==> config.mk <==
export PLATFORM = sky130hd
export DESIGN_NAME = serial_subtract_ctrl
export DESIGN_NICKNAME = d
export VERILOG_FILES = /design/src/rtl/serial_subtract_ctrl.sv
export SDC_FILE = /design/constraint.sdc
export NUM_CORES = 1
export LEC_CHECK = 0
export ABC_AREA = 1
export CAP_MARGIN = 40
export CELL_PAD_IN_SITES_DETAIL_PLACEMENT = 1
export CELL_PAD_IN_SITES_GLOBAL_PLACEMENT = 2
export CORE_ASPECT_RATIO = 0.9
export CORE_MARGIN = 3
export CORE_UTILIZATION = 32
export CTS_CLUSTER_SIZE = 10
export DETAILED_ROUTE_END_ITERATION = 8
export PLACE_DENSITY_LB_ADDON = 0.25
export SETUP_SLACK_MARGIN = 0.02
export SYNTH_ARGS = -nofsm -noshare
export SYNTH_HDL_FRONTEND = slang
export SYNTH_SLANG_ARGS = --single-unit
export TNS_END_PERCENT = 5
==> constraint.sdc <==
create_clock -name clk -period 1.74 [get_ports clk]
set_clock_uncertainty 0.15 [all_clocks]
set_input_delay 0.435 -clock clk [delete_from_list [all_inputs] [get_ports clk]]
set_output_delay 0.435 -clock clk [all_outputs]
set_load 0.005 [all_outputs]
==> src/rtl/serial_subtract_ctrl.sv <==
// serial_subtract_ctrl
//   Bit-serial subtractor. It computes a - b (mod 2^WIDTH) one bit per clock,
//   LSB first, through a single combinational full-subtractor cell.
//
// Ports
//   clk    in   system clock, rising edge
//   rst_n  in   asynchronous active-low reset
//   start  in   request; sampled when no operation is running
//   a, b   in   WIDTH-bit minuend / subtrahend, captured on acceptance
//   busy   out  high while bits are being processed (exactly WIDTH cycles)
//   done   out  one-cycle pulse when diff/bout are updated
//   diff   out  registered (a - b) mod 2^WIDTH, held until next completion
//   bout   out  final borrow, 1 when a < b (unsigned)

module full_subtractor (
    input  logic a,
    input  logic b,
    input  logic bin,
    output logic d,
    output logic bout
);
    assign d    = a ^ b ^ bin;
    assign bout = (~a & b) | (~(a ^ b) & bin);
endmodule

module serial_subtract_ctrl #(
    parameter int WIDTH = 8
) (
    input  logic             clk,
    input  logic             rst_n,
    input  logic             start,
    input  logic [WIDTH-1:0] a,
    input  logic [WIDTH-1:0] b,
    output logic             busy,
    output logic             done,
    output logic [WIDTH-1:0] diff,
    output logic             bout
);
    localparam int CW = $clog2(WIDTH + 1);
    localparam logic [CW-1:0] LAST_CNT = CW'(WIDTH - 1);

    typedef enum logic [1:0] {IDLE, SHIFT, DONE} state_t;

    state_t           state_q, state_d;
    logic [WIDTH-1:0] sa_q, sa_d;
    logic [WIDTH-1:0] sb_q, sb_d;
    logic [WIDTH-1:0] acc_q, acc_d;
    logic [WIDTH-1:0] diff_q, diff_d;
    logic [CW-1:0]    cnt_q, cnt_d;
    logic             br_q, br_d;
    logic             bout_q, bout_d;

    logic             cell_d, cell_bo;
    logic [WIDTH-1:0] acc_shift;
    logic             load;

    full_subtractor u_cell (
        .a    (sa_q[0]),
        .b    (sb_q[0]),
        .bin  (br_q),
        .d    (cell_d),
        .bout (cell_bo)
    );

    // New result bit enters at the MSB; after WIDTH shifts the LSB of the
    // difference has reached bit 0.
    generate
        if (WIDTH == 1) begin : g_acc_w1
            assign acc_shift = cell_d;
        end else begin : g_acc_wn
            assign acc_shift = {cell_d, acc_q[WIDTH-1:1]};
        end
    endgenerate

    always_comb begin
        state_d = state_q;
        sa_d    = sa_q;
        sb_d    = sb_q;
        acc_d   = acc_q;
        cnt_d   = cnt_q;
        br_d    = br_q;
        diff_d  = diff_q;
        bout_d  = bout_q;
        load    = 1'b0;

        case (state_q)
            IDLE: begin
                load = start;
            end
            SHIFT: begin
                sa_d  = sa_q >> 1;
                sb_d  = sb_q >> 1;
                acc_d = acc_shift;
                br_d  = cell_bo;
                cnt_d = cnt_q + CW'(1);
                if (cnt_q == LAST_CNT) begin
                    diff_d  = acc_shift;
                    bout_d  = cell_bo;
                    state_d = DONE;
                end
            end
            DONE: begin
                // The edge that closes the done cycle is also the first
                // acceptance point, so a held start gives a WIDTH+1 period.
                state_d = IDLE;
                load    = start;
            end
            default: state_d = IDLE;
        endcase

        if (load) begin
            sa_d    = a;
            sb_d    = b;
            br_d    = 1'b0;
            acc_d   = '0;
            cnt_d   = '0;
            state_d = SHIFT;
        end
    end

    always_ff @(posedge clk or negedge rst_n) begin
        if (!rst_n) begin
            state_q <= IDLE;
            sa_q    <= '0;
            sb_q    <= '0;
            acc_q   <= '0;
            cnt_q   <= '0;
            br_q    <= 1'b0;
            diff_q  <= '0;
            bout_q  <= 1'b0;
        end else begin
            state_q <= state_d;
            sa_q    <= sa_d;
            sb_q    <= sb_d;
            acc_q   <= acc_d;
            cnt_q   <= cnt_d;
            br_q    <= br_d;
            diff_q  <= diff_d;
            bout_q  <= bout_d;
        end
    end

    assign busy = (state_q == SHIFT);
    assign done = (state_q == DONE);
    assign diff = diff_q;
    assign bout = bout_q;

endmodule

==> flow_metrics.env <==
export IMPL_cts_max_level=2
export IMPL_grt_pass1_wl_um=6840
export IMPL_setup_tns_ps=0
export IMPL_layout_drive_gt1_share_pct=16.9
export IMPL_seqPwrFrac_pct=39.9
export IMPL_finish_utilization_pct=44.0
export IMPL_grt_use_met3_pct=3.57
export IMPL_grt_util_met2_pct=24.0
export IMPL_r2r_cells=6
export IMPL_min_period_ps=1660
export IMPL_io_pins=30
export IMPL_die_width_um=83.0
export IMPL_finalSetupViolations=0
export IMPL_wl_per_cell_um=13.5
export IMPL_cts_tree="built"
export IMPL_power_frac_clock_pct=15.9
export IMPL_comb_power_share_pct=44.2
export IMPL_clock_root_buffer="clkbuf_8"
export IMPL_die_area_um2=6260
export IMPL_yosysTopAreaCell="dfrtp_1"
export IMPL_grt_busiest_layer="met2"
export IMPL_initial_core_util_pct=34.3
export IMPL_final_max_slew_viol_count=0
export IMPL_drtIter0Drc=31
export IMPL_rows=24
export IMPL_ir_worst_vdd_v=0.000738
export IMPL_crit_type="flip-flop to output pin"
export IMPL_gp_congestion=0.718
export IMPL_ant_nets=0
export IMPL_grt_use_met1_pct=17.0
export IMPL_maxCapViolations=0
export IMPL_swShare_pct=38.7
export IMPL_layout_cells_non_filler=284
export IMPL_cp_max_fo=3
export IMPL_worstMarginPinSlew_ps=255
export IMPL_synth_top_cell_area_share_pct=57.1
export IMPL_fmax_mhz=604
export IMPL_ys_seq_area_share_pct=57.1
export IMPL_area_growth_pct=28.3
export IMPL_synthCells=179
export IMPL_die_height_um=75.3
export IMPL_synth_cell_types=18
export IMPL_dp_hpwl_um=2840
export IMPL_clk_pin_slew_ps=70
export IMPL_fillCellCount=597
export IMPL_end_kind="output pin"
export IMPL_r2r_setup_slack_ps=170
export IMPL_final_cell_mix="nand2_1, dfrtp_1, clkdlybuf4s50_1, nor2_1, inv_1"
export IMPL_yosys_top_cells_area="dfrtp_1, nand2_1, o21ai_2, o21ai_0, buf_6"
export IMPL_hold_viol=0
export IMPL_power_mw=3.85
export IMPL_pwr_density_cell_nw_per_um2=1760
export IMPL_r2r_start="cnt_q[0]$_DFFE_PN0P_"
export IMPL_via_count=1303
export IMPL_drc=0
export IMPL_clk_latency_ps=280
export IMPL_grtUsageTotal_pct=13.7
export IMPL_nNetsFinal=240
export IMPL_switchingPower_mw=1.49
export IMPL_antenna_found_initial=0
export IMPL_crit_chain="inv_2, nand2_4, inv_4, dlygate4sd2_1"
export IMPL_overflow=0
export IMPL_crit_path_start="state_q[1]$_DFFE_PN0P_"
export IMPL_relSlewSlack_pct=83.0
export IMPL_ys_ff_latch=39
export IMPL_syn_nets=200
export IMPL_grt_max_degree=40
export IMPL_intPower_mw=2.36
export IMPL_portBuffers=29
export IMPL_antenna_cells=0
export IMPL_min_path_type="flip-flop to flip-flop"
export IMPL_reg2reg_to="bout$_DFFE_PN0P_"
export IMPL_critPathTopFamily="flip-flops"
export IMPL_placedCellCount=276
export IMPL_cp_start_kind="flip-flop"
export IMPL_postSynthAreaPerCell_um2=9.55
export IMPL_syn_area_um2=1710
export IMPL_cts_sinks=39
export IMPL_crit_path_end="busy"
export IMPL_outcome="completed"
export IMPL_grt_pass1_vias=1424
export IMPL_cts_setup_buffers=0
export IMPL_dr_pass1_iters=3
export IMPL_worst_path_max_delay_cell="dfrtp_1"
export IMPL_rsz0062_at_grt="true"
export IMPL_p_leak_nw=1.08
export IMPL_cp_num_buf_inv=3
export IMPL_cts_buffers_inserted=5
export IMPL_clk_path_buf_depth=2
export IMPL_max_stage_delay_ps=370
export IMPL_vias_per_cell=4.59
export IMPL_cp_data_arrival_time_ps=1070
export IMPL_ys_warn_count=0
export IMPL_core_area_um2=4980
export IMPL_crit_cells=4
export IMPL_final_common_cell="nand2_1"
export IMPL_drt_total_wl_um=3830
export IMPL_critPathRequiredTime_ps=1150
export IMPL_finalCritPeriodShare_pct=95.2
==> area by class of cell <==
class | instances | area [µm²] | area share, %
Tap cell | 65 | 81.3 | 3.71
Timing Repair Buffer | 40 | 382 | 17.4
Multi-Input combinational cell | 116 | 601 | 27.4
Clock inverter | 1 | 5.00 | 0.228
Inverter | 17 | 66.3 | 3.02
Sequential cell | 39 | 976 | 44.5
Clock buffer | 6 | 82.6 | 3.76
==> layer usage <==
layer | up-vias | wire length, µm
met5 | - | 0
met4 | 0 | 36
met3 | 5 | 130
met2 | 16 | 1940
met1 | 629 | 1720
li1 | 653 | -
==> cell families (layout without fill, tap and decap cells) <==
logic type / count (synthesis) / count (layout) / share of synthesized area [%]
AND/OR/NAND/NOR: 74 / 74 / 18.3
AO/OA/AOI/OAI: 40 / 40 / 14.9
flip-flops: 39 / 39 / 57.1
buffers and inverters: 24 / 64 / 7.76
adder cells (fa/ha/maj): 2 / 2 / 1.90
==> synthesized netlist by cell type, drive strengths merged <==
| cell | n |
|---|---|
| inv | 17 |
| nand3 | 4 |
| dfrtp | 39 |
| o22ai | 8 |
| fa | 1 |
| o21ai | 24 |
| a21oi | 7 |
| nor2 | 13 |
| ha | 1 |
| nand2 | 57 |
| buf | 7 |
| o211ai | 1 |
==> sequential cells by signal, summed over array words and instances (netlist names) <==
register  flops
acc_q         7
bout          1
br_q          1
cnt_q         4
diff          8
sa_q          8
sb_q          8
state_q       2
==> worst min-delay path by stage <==
stage                     slack (ps)  cells after the start                 from                   end
after floorplan                  -10                      0                rst_n  acc_q[1]$_DFFE_PN0P_
after global placement           270                      2                rst_n   diff[1]$_DFFE_PN0P_
after detailed placement         270                      2                rst_n   diff[0]$_DFFE_PN0P_
after CTS                        330                      2  diff[1]$_DFFE_PN0P_   diff[1]$_DFFE_PN0P_
after global routing             360                      2  diff[7]$_DFFE_PN0P_   diff[7]$_DFFE_PN0P_
final                            330                      2  sb_q[7]$_DFFE_PN0P_   sb_q[7]$_DFFE_PN0P_
==> worst reg2reg max path: cells and delay by family, from the launching register on <==
kind                       cells  cell delay, ps
and+or+nand+nor                4             630
DFF                            1             410
adders and majority gates      1             200
AOI/OAI and AO/OA              1              60
==> power by group through the flow <==
stage	sequential, mW	clock (mW)	combinational [mW]
floorplan	1.52	0	1.18
global placement	1.54	0	1.73
detailed placement	1.56	0	1.81
CTS	1.54	0.634	1.75
global route	1.60	0.670	1.96
finish	1.54	0.611	1.70
==> per-stage QoR <==
stage,hold slack (ps),worst slack (ps),instance area (µm²)
floorplan,-10.6,398,1710
global placement,270,17.7,2110
detailed placement,275,-9.97,2110
CTS,333,62.8,2190
global route,356,19.1,2190
finish,326,83.7,2190
==> timing repair <==
action	CTS	global route
pin swaps	1	1
setup endpoints to repair	11	2
hold buffers	1	0
gates resized for setup	12	0
endpoints found under the hold margin	39	0
gates cloned	0	0
Power figures use the tool's default switching activity.
